<file path="config.mk">
export PLATFORM = sky130hd
export DESIGN_NAME = stage_if_fetch_unit
export DESIGN_NICKNAME = d
export VERILOG_FILES = /design/src/rtl/stage_if_fetch_unit.sv
export SDC_FILE = /design/constraint.sdc
export NUM_CORES = 1
export LEC_CHECK = 0
export CAP_MARGIN = 0
export CORE_MARGIN = 1.5
export CORE_UTILIZATION = 53
export CTS_CLUSTER_SIZE = 24
export DETAILED_ROUTE_END_ITERATION = 10
export GPL_TIMING_DRIVEN = 0
export PLACE_DENSITY = 0.86
export SLEW_MARGIN = 0
export SYNTH_ARGS = -nofsm -noshare
export SYNTH_HDL_FRONTEND = slang
export SYNTH_SLANG_ARGS = --single-unit
</file>
<file path="constraint.sdc">
create_clock -name clk -period 4.1 [get_ports clk]
set_input_delay 0.82 -clock clk [delete_from_list [all_inputs] [get_ports clk]]
set_output_delay 0.82 -clock clk [all_outputs]
set_load 0.01 [all_outputs]
</file>
<file path="src/rtl/stage_if_fetch_unit.sv">
//==============================================================================
// Module   : stage_if_fetch_unit
// Purpose  : Instruction-fetch stage that drives the IF/ID pipeline register.
//            It owns the program counter and keeps at most one request in
//            flight to a variable-latency instruction memory using a
//            req/ready + rvalid handshake. A fetched instruction is presented
//            as {pc_out = fetch address + PC_STEP, instruction_out, if_valid}.
//            It is held while freeze is high and is dropped on a branch
//            redirect. When nothing is available, instruction_out is 0, which
//            acts as a bubble.
// Optional : `IF_STALL_COUNT_EN adds stall_cycles, a saturating count of the
//            clock edges where if_valid was 0.
//
// Ports    : clk             rising-edge clock
//            rst             asynchronous reset, active low
//            freeze          downstream stall; hold the buffered instruction
//            branch_taken    redirect request; takes priority over freeze
//            branch_addr     redirect target
//            imem_req        fetch request valid
//            imem_addr       fetch address (current pc)
//            imem_ready      memory accepts the request this cycle
//            imem_rvalid     read data valid
//            imem_rdata      read data
//            pc_out          fetched address + PC_STEP
//            instruction_out fetched instruction, 0 when not valid
//            if_valid        pc_out/instruction_out hold a real instruction
//            if_stall        ~if_valid
//            stall_cycles    (optional) saturating stall counter
//
// Revision : 1.0 - initial release
//==============================================================================
`default_nettype none

module stage_if_fetch_unit #(
  parameter int unsigned       ADDR_W   = 32,
  parameter logic [ADDR_W-1:0] RESET_PC = '0,
  parameter int unsigned       PC_STEP  = 4
) (
  input  logic              clk,
  input  logic              rst,
  input  logic              freeze,
  input  logic              branch_taken,
  input  logic [ADDR_W-1:0] branch_addr,
  output logic              imem_req,
  output logic [ADDR_W-1:0] imem_addr,
  input  logic              imem_ready,
  input  logic              imem_rvalid,
  input  logic [31:0]       imem_rdata,
  output logic [ADDR_W-1:0] pc_out,
  output logic [31:0]       instruction_out,
  output logic              if_valid,
`ifdef IF_STALL_COUNT_EN
  output logic [31:0]       stall_cycles,
`endif
  output logic              if_stall
);

  localparam logic [ADDR_W-1:0] C_PC_STEP = ADDR_W'(PC_STEP);

  typedef enum logic [1:0] {
    S_FETCH = 2'd0,
    S_WAIT  = 2'd1,
    S_HOLD  = 2'd2
  } state_t;

  state_t              state_q, state_d;
  logic [ADDR_W-1:0]   pc_q, pc_d;
  logic [ADDR_W-1:0]   req_pc_q, req_pc_d;
  logic                drop_q, drop_d;
  logic [ADDR_W-1:0]   pc_out_q, pc_out_d;
  logic [31:0]         instr_q, instr_d;
  logic                valid_q, valid_d;

  // Next-state logic. Addition wraps modulo 2^ADDR_W by construction.
  always_comb begin
    state_d  = state_q;
    pc_d     = pc_q;
    req_pc_d = req_pc_q;
    drop_d   = drop_q;
    pc_out_d = pc_out_q;
    instr_d  = instr_q;
    valid_d  = valid_q;

    unique case (state_q)
      S_FETCH: begin
        // Any rvalid seen here belongs to a request that no longer matters
        // (e.g. one issued before a reset), so it is ignored.
        if (branch_taken) begin
          pc_d = branch_addr;
        end else if (imem_ready) begin
          req_pc_d = pc_q;
          pc_d     = pc_q + C_PC_STEP;
          state_d  = S_WAIT;
        end
      end

      S_WAIT: begin
        if (imem_rvalid) begin
          if (drop_q || branch_taken) begin
            // Response belongs to a path that has been redirected away from.
            drop_d  = 1'b0;
            state_d = S_FETCH;
            if (branch_taken) begin
              pc_d = branch_addr;
            end
          end else begin
            pc_out_d = req_pc_q + C_PC_STEP;
            instr_d  = imem_rdata;
            valid_d  = 1'b1;
            state_d  = S_HOLD;
          end
        end else if (branch_taken) begin
          // Cannot cancel the outstanding request; remember to discard it.
          pc_d   = branch_addr;
          drop_d = 1'b1;
        end
      end

      S_HOLD: begin
        if (branch_taken) begin
          pc_d     = branch_addr;
          pc_out_d = '0;
          instr_d  = '0;
          valid_d  = 1'b0;
          state_d  = S_FETCH;
        end else if (!freeze) begin
          // IF/ID captures the instruction at this edge.
          pc_out_d = '0;
          instr_d  = '0;
          valid_d  = 1'b0;
          state_d  = S_FETCH;
        end
      end

      default: begin
        state_d = S_FETCH;
      end
    endcase
  end

  always_ff @(posedge clk or negedge rst) begin
    if (!rst) begin
      state_q  <= S_FETCH;
      pc_q     <= RESET_PC;
      req_pc_q <= RESET_PC;
      drop_q   <= 1'b0;
      pc_out_q <= '0;
      instr_q  <= '0;
      valid_q  <= 1'b0;
    end else begin
      state_q  <= state_d;
      pc_q     <= pc_d;
      req_pc_q <= req_pc_d;
      drop_q   <= drop_d;
      pc_out_q <= pc_out_d;
      instr_q  <= instr_d;
      valid_q  <= valid_d;
    end
  end

  // The request is withheld in the cycle a redirect arrives so the stale pc
  // is never fetched.
  assign imem_req        = (state_q == S_FETCH) && !branch_taken;
  assign imem_addr       = pc_q;
  assign pc_out          = pc_out_q;
  assign instruction_out = instr_q;
  assign if_valid        = valid_q;
  assign if_stall        = ~valid_q;

`ifdef IF_STALL_COUNT_EN
  logic [31:0] stall_cnt_q, stall_cnt_d;

  always_comb begin
    stall_cnt_d = stall_cnt_q;
    if (!valid_q && (stall_cnt_q != 32'hFFFF_FFFF)) begin
      stall_cnt_d = stall_cnt_q + 32'd1;
    end
  end

  always_ff @(posedge clk or negedge rst) begin
    if (!rst) begin
      stall_cnt_q <= '0;
    end else begin
      stall_cnt_q <= stall_cnt_d;
    end
  end

  assign stall_cycles = stall_cnt_q;
`endif

endmodule

`default_nettype wire

</file>
# Word level (Yosys, flattened, before mapping)
# Cells that the tools add are included.
# word_totals
reg_bits	132
elab_cells	62
mem_count	0
romBits	0
mem_bits_rw	0
latchBits	0
# op_classes
reduce_logical	12
addsub	2
n_eq_ne	10
mul	0
bitwise_logic	2
n_mux	29
n_shift	0
order_cmp	0
div_mod_pow	0
# ops
cell	n
$mux W32	11
$pmux W32 S2	2
$pmux W32 S3	1
$add A32 B3 Y32 const B	2
$mux W2	6
$ne A3 B3 Y1 const B	3
$reduce_and A3 Y1	3
$ne A2 B2 Y1 const B	4
$reduce_and A4 Y1	2
$mux W1	7
$pmux W2 S3	1
$reduce_bool A2 Y1	2
$reduce_bool A3 Y1	1
$eq A2 B1 Y1 const B	1
$eq A2 B2 Y1 const B	1
$logic_not A2 Y1	1
$ne A2 B1 Y1 const B	1
$not A1 Y1	2
$pmux W1 S2	1
$logic_and A1 B1 Y1	1
$logic_not A1 Y1	1
$logic_or A1 B1 Y1	1

# Longest topological paths before layout
# Gate-level depths: netlist (run 1).
# logic_depth
ltp_word	4
ltp_mapped	10
ltp_nobuf	7

# Least setup slack after synthesis (run 1)
# OpenSTA, ideal clock, no wires.
# synth_path
path_type	input-to-reg
startpoint	input port branch_taken
endpoint	register instr_q[24], in the netlist instruction_out[24]
cell_stages	9
setup_time_ns	0.133
t_arrival_ns	2.154
setup_slack_ns	1.812
path_cell_list	clkbuf_2 > nor2_1 > nand2_1 > a221o_1 > clkbuf_1 > clkbuf_1 > buf_1 > nand2_1 > o21ai_0
# synth_between
elab_chain_cells	3
elab_cells_between_ends	6
# synth_lines
item	line	rtl
start, declared	42	input logic branch_taken,
$logic_or A1 B1 Y1	99	if (drop_q || branch_taken) begin
$ne A2 B2 Y1 (no source line)	-	
$reduce_and A4 Y1 (no source line)	-	
end signal, assigned	156	instr_q <= instr_d;
end, declared	71	logic [31:0] instr_q, instr_d;
# Several ways; a longest one is shown, not always the timed one.
# A chain may end at the register's enable or synchronous reset.

# Final worst setup path (run 1)
# layout_path
startpoint	register state_q[0]
endpoint	register instr_q[11], in the netlist instruction_out[11]
# layout_between
elab_chain_cells	3
elab_cells_between_ends	8
# layout_lines
item	line	rtl
start, declared	66	state_t state_q, state_d;
start signal, assigned	151	state_q <= state_d;
$eq A2 B2 Y1 / $eq A2 B1 Y1 (equally long branches)	84	unique case (state_q)
$ne A3 B3 Y1 (no source line), or another cell as far along	-	
$reduce_and A4 Y1 (no source line)	-	
# Several ways; a longest one is shown, not always the timed one.

==> results.py, run 1 <==
metrics = {
    "grt": {
        "grt_overflow": 0,
        "use_met3": 0.0741,
        "antenna_found_initial": 0,
        "grt_pass1_wl_um": 32100,
        "use_met1": 0.405,
        "busiest_layer": "met2",
        "grt_pass1_vias": 6256,
        "grt_max_degree": 71,
        "met2_usage": 0.522,
        "grt.total_usage": 0.317,
    },
    "floorplanning": {
        "core-area_um2": 12100,
        "dieHeight_um": 114,
        "dieArea_um2": 13100,
        "start_util": 0.545,
        "ioPinCount": 169,
        "rows": 40,
        "fp.dieW_um": 114,
    },
    "placed_design": {
        "portBuffers": 167,
        "place_ws_ns": 0.922,
        "detailed_place_hpwl_um": 13900,
        "place.gp.congestion": 0.980,
    },
    "sta": {
        "worst_slew_pin_slew_ns": 0.986,
        "fin_skew_ns": 0.00993,
        "setup_viol": 0,
        "fin_setup_tns_ns": 0,
        "fin_crit_ns": 2.97,
        "relSlewSlack": 0.336,
        "fmax_mhz": 337,
        "slew_violations": 0,
        "final_hold_viol_count": 0,
        "finalCritPeriodShare": 0.724,
        "hold_slack_ns": 0.377,
        "rsz0062_at_grt": "false",
        "worst_slack_ns": 1.13,
    },
    "critical_path": {
        "r2r_cells": 10,
        "critPathTopFamily": "buffers and inverters",
        "slowest_stage": "clkbuf_1",
        "critPathCaptureType": "flip-flop",
        "cpPeakStageDelay_ns": 0.43,
        "crit_type": "reg2reg",
        "cp_cell_sequence": "inv_1 -> ha_1 -> clkbuf_1 -> nor2b_1 -> a221o_1 -> clkbuf_1 -> clkbuf_1 -> buf_1 -> nand2_1 -> o21ai_0",
        "arrival_ns": 3.28,
        "cp.depth": 10,
        "critPathRequiredTime_ns": 4.41,
        "cp_common_cell": "clkbuf_1",
        "cp_max_fo": 10,
        "critPathBufInv": 5,
        "startpoint_type": "flip-flop",
    },
    "clock_network": {
        "clkSinkCount": 132,
        "cts_setup_buffers": 0,
        "htreeDepth": 4,
        "cts_tree": "built",
        "cts_root_buf": "clkbuf_16",
        "cts_buffers": 17,
        "hold_buffers": 0,
        "cts-resized-gates": 0,
        "cts_buffer_depth": 2,
        "clk_pin_slew_ns": 0.06,
        "clk_latency_ns": 0.41,
    },
    "detailed_routing": {
        "drt-pass1-iter-count": 6,
        "routed_via_density": 6.10,
        "wl_per_cell_um": 19.6,
        "dr_total_vias": 6292,
        "drc_errors": 0,
        "ant_nets": 0,
        "finalWirelength_um": 20200,
        "drt_iter0_drc": 655,
    },
    "synth": {
        "yosys.cell_count.top_type": "dfrtp_1",
        "seq_area_frac_synth": 0.503,
        "async_flop_share": 1.00,
        "synth_area_per_cell_um2": 9.89,
        "synth_top_area_cell": "dfrtp_1",
        "synthesis.instances": 664,
        "ys_ff_latch": 132,
        "synthesis.area_um2": 6570,
        "yosysWarningCount": 0,
        "ys_types": 57,
        "yosys-top-cells-count": "132 x dfrtp_1, 75 x nand2_1, 51 x o21ai_0",
        "synth_top_flop_cell": "dfrtp_1",
        "synth_top_area_frac": 0.503,
        "synth-edff-count": 0,
        "synthTopCellsByArea": "dfrtp_1 50%, mux2_2 5.1%, nand2_1 4.3%",
        "synth_fp_nets": 740,
    },
    "final_layout": {
        "final_nets": 927,
        "final_layout_size_suffix_gt1_frac": 0.0984,
        "utilization": 0.754,
        "diodes": 0,
        "area_growth_pct": 38.4,
    },
    "pwr": {
        "ir_worst_vdd_mv": 0.450,
        "leakage_nw": 3.72,
        "total_power_mw": 8.09,
        "powerDensity_nw_per_um2": 889,
    },
    "run": {
        "maxCapViolCount": 0,
    },
    "min_path": {
        "hold_class": "in2async",
    },
    "status": {
        "outcome": "finished clean",
    },
}
==> path summary, 6_finish.rpt <==
path                                                 start                         endpoint  slack, ns
min                                                    rst  instruction_out[20]$_DFFE_PN0P_       0.38
max in group asynchronous                              rst         req_pc_q[20]$_DFFE_PN0P_       2.99
min in group clk           instruction_out[31]$_DFFE_PN0P_  instruction_out[31]$_DFFE_PN0P_       0.48
max reg2reg                         state_q[0]$_DFFE_PN0P_  instruction_out[11]$_DFFE_PN0P_       1.13
min reg2reg                instruction_out[31]$_DFFE_PN0P_  instruction_out[31]$_DFFE_PN0P_       0.48
max                                 state_q[0]$_DFFE_PN0P_  instruction_out[11]$_DFFE_PN0P_       1.13
==> sequential cells by signal, indices dropped and copies added, names as in the netlist <==
register	count
drop_q	1
if_valid	1
imem_addr	32
instruction_out	32
pc_out	32
req_pc_q	32
state_q	2
==> power by group <==
part | switching (mW) | internal [mW] | leakage [nW] | total [mW]
Sequential | 0.769 | 1.96 | 1.58 | 2.73
Combinational | 1.94 | 1.85 | 1.85 | 3.80
Clock | 0.546 | 1.02 | 0.299 | 1.56
Total | 3.26 | 4.83 | 3.72 | 8.09
==> cell families after synthesis <==
logic type | synth area share
buf+inv | 0.0366
compound gates | 0.161
simple gates | 0.198
fa+ha+maj | 0.0114
flops | 0.503
mux | 0.0530
xor+xnor | 0.0373
==> per-stage QoR <==
step | instances | area, µm²
after CTS | 1032 | 9090
final | 1032 | 9090
after detailed placement | 1000 | 8480
after floorplan | 664 | 6570
after global routing | 1032 | 9090
after global placement | 999 | 8450
==> metal layers <==
| layer | vias up | share of wire |
|---|---|---|
| met5 | - | 0 |
| met4 | 0 | 0.038 |
| met3 | 86 | 0.082 |
| met2 | 408 | 0.48 |
| met1 | 3007 | 0.40 |
| li1 | 2791 | - |
==> cell usage in the layout, fill, tap and decap left out, types with 13 or more instances in the layout <==
cell type and n:
nand4_1 19, o21ai_0 51, nand3_1 35, nand2b_1 37
nor3_1 13, a22o_1 26, nor2_1 25, nand2_1 75
xnor2_1 16, clkdlybuf4s50_1 166, clkbuf_1 31, a21oi_1 41
clkbuf_16 17, dfrtp_1 132, mux2_2 30
==> final cells by class <==
class / count / area, µm²
buffer: 42 / 199
clock buffer: 23 / 488
clock inverter: 9 / 125
fill: 796 / 2970
inverter: 11 / 41.3
multi-input combinational: 479 / 3030
sequential: 132 / 3300
tap: 168 / 210
timing repair buffer: 168 / 1700
Note: power is estimated with default switching activity, not from simulation.
==> run 2, diff against run 1 <==
CORE_UTILIZATION = 45   (was 53)
PLACE_DENSITY = 0.77   (was 0.86)
clock period = 2.7 ns   (was 4.1 ns; I/O delays follow)
==> results.py, run 2 (same netlist as run 1, synthesis figures left out) <==
metrics = {
    "status": {
        "outcome": "finished clean",
    },
    "floorplanning": {
        "dieHeight_um": 124,
        "rows": 43,
        "fp.dieW_um": 124,
        "start_util": 0.468,
        "ioPinCount": 169,
        "core-area_um2": 14000,
        "dieArea_um2": 15300,
    },
    "pwr": {
        "powerDensity_nw_per_um2": 1320,
        "leakage_nw": 3.71,
        "total_power_mw": 11.9,
        "ir_worst_vdd_mv": 0.613,
    },
    "detailed_routing": {
        "drt-pass1-iter-count": 5,
        "dr_total_vias": 6049,
        "finalWirelength_um": 19400,
        "routed_via_density": 5.82,
        "ant_nets": 0,
        "drc_errors": 0,
        "drt_iter0_drc": 416,
        "wl_per_cell_um": 18.7,
    },
    "sta": {
        "final_hold_viol_count": 0,
        "relSlewSlack": 0.477,
        "rsz0062_at_grt": "false",
        "fin_setup_tns_ns": 0,
        "worst_slack_ns": 0.109,
        "finalCritPeriodShare": 0.960,
        "worst_slew_pin_slew_ns": 0.778,
        "fin_crit_ns": 2.59,
        "fin_skew_ns": 0.00833,
        "setup_viol": 0,
        "fmax_mhz": 386,
        "slew_violations": 0,
    },
    "grt": {
        "grt_pass1_vias": 6128,
        "grt_overflow": 0,
        "grt_max_degree": 94,
        "grt_pass1_wl_um": 31100,
        "grt.total_usage": 0.265,
        "antenna_found_initial": 0,
    },
    "placed_design": {
        "place_ws_ns": -0.302,
        "detailed_place_hpwl_um": 14400,
        "portBuffers": 167,
        "place.gp.congestion": 0.917,
    },
    "final_layout": {
        "diodes": 0,
        "final_nets": 925,
        "multi_input_area_um2": 3040,
        "layout_commonest_cell": "clkdlybuf4s50_1",
        "final_cell_mix": "166 x clkdlybuf4s50_1, 132 x dfrtp_1, 75 x nand2_1, 51 x o21ai_0, 41 x a21oi_1",
        "register_area_um2": 3300,
        "area_growth_pct": 37.6,
        "final_layout_size_suffix_gt1_frac": 0.101,
        "fill_cells": 1097,
    },
    "clock_network": {
        "clk_pin_slew_ns": 0.05,
        "htreeDepth": 4,
        "cts_tree": "built",
        "cts_buffer_depth": 2,
        "clk_latency_ns": 0.42,
        "cts_buffers": 17,
        "clkSinkCount": 132,
        "cts_root_buf": "clkbuf_16",
    },
    "critical_path": {
        "slowest_stage": "o41a_2",
        "cpPeakStageDelay_ns": 0.50,
        "startpoint_type": "flip-flop",
        "arrival_ns": 2.87,
        "cp_max_fo": 10,
        "critPathRequiredTime_ns": 2.98,
        "critPathCaptureType": "flip-flop",
        "cp_cell_sequence": "inv_1 -> ha_1 -> and3b_1 -> o41a_2 -> clkbuf_8 -> clkbuf_1 -> a21oi_1 -> o211ai_1",
        "crit_type": "reg2reg",
    },
    "min_path": {
        "hold_class": "in2async",
    },
    "run": {
        "maxCapViolCount": 0,
    },
}
-- run 2: changes by cell type in the layout (fill, tap and decap cells not counted), sizes merged --
cell      change
buf           -1
bufinv        -2
clkbuf        -1
clkinv        +1
clkinvlp      -2
-- run 2: critical path, delay by kind of cell, from the launching register on --
family,cells,cell delay [ns]
flops,1,0.38
simple gates,1,0.27
fa+ha+maj,1,0.28
compound gates,3,0.93
buf+inv,3,0.58
-- run 2: layout make-up --
class                           count  share of cell area
Buffer                             40              0.0220
Clock buffer                       23              0.0529
Clock inverter                      6             0.00609
Inverter                           11             0.00457
Multi-Input combinational cell    479               0.336
Sequential cell                   132               0.365
Tap cell                          180              0.0249
Timing Repair Buffer              168               0.188
-- run 2: what timing repair did --
item	CTS	global route
hold buffers	0	0
buffers inserted	0	0
setup endpoints to repair	51	66
hold endpoints to repair	0	0
resized for setup	5	3
-- run 2: routing by layer --
metal,track usage,routed length (µm),vias to the layer above
met3,0.0568,1420,46
met5,0,0,-
met4,0.118,543,0
li1,-,-,2776
met2,0.432,9360,307
met1,0.341,8130,2920
-- run 2: final timing paths --
check,cells after the start,endpoint,startpoint,slack (ns)
max,8,imem_addr[27]$_DFFE_PN0P_,state_q[1]$_DFFE_PN0P_,0.11
min,1,instruction_out[0]$_DFFE_PN0P_,rst,0.03
max reg2reg,8,imem_addr[27]$_DFFE_PN0P_,state_q[1]$_DFFE_PN0P_,0.11
min reg2reg,2,pc_out[5]$_DFFE_PN0P_,pc_out[5]$_DFFE_PN0P_,0.48
max in group asynchronous,2,pc_out[2]$_DFFE_PN0P_,rst,1.92
min in group clk,2,pc_out[5]$_DFFE_PN0P_,pc_out[5]$_DFFE_PN0P_,0.48
-- run 2: per-stage QoR --
stage / hold WS (ns) / util / cells / instance area, µm²
after floorplan: 0.244 / - / 664 / 6570
after global placement: 0.464 / 0.603 / 1011 / 8470
after detailed placement: 0.466 / 0.605 / 1012 / 8490
after CTS: 0.0301 / 0.644 / 1041 / 9040
after global routing: 0.0523 / 0.644 / 1039 / 9040
final: 0.0287 / 0.644 / 1039 / 9040
-- run 2: power by group --
group          internal, mW  total [mW]  switching [mW]
registers              2.97        4.06            1.09
logic                  2.83        5.73            2.90
clock network          1.31        2.12           0.803
total                  7.12        11.9            4.79
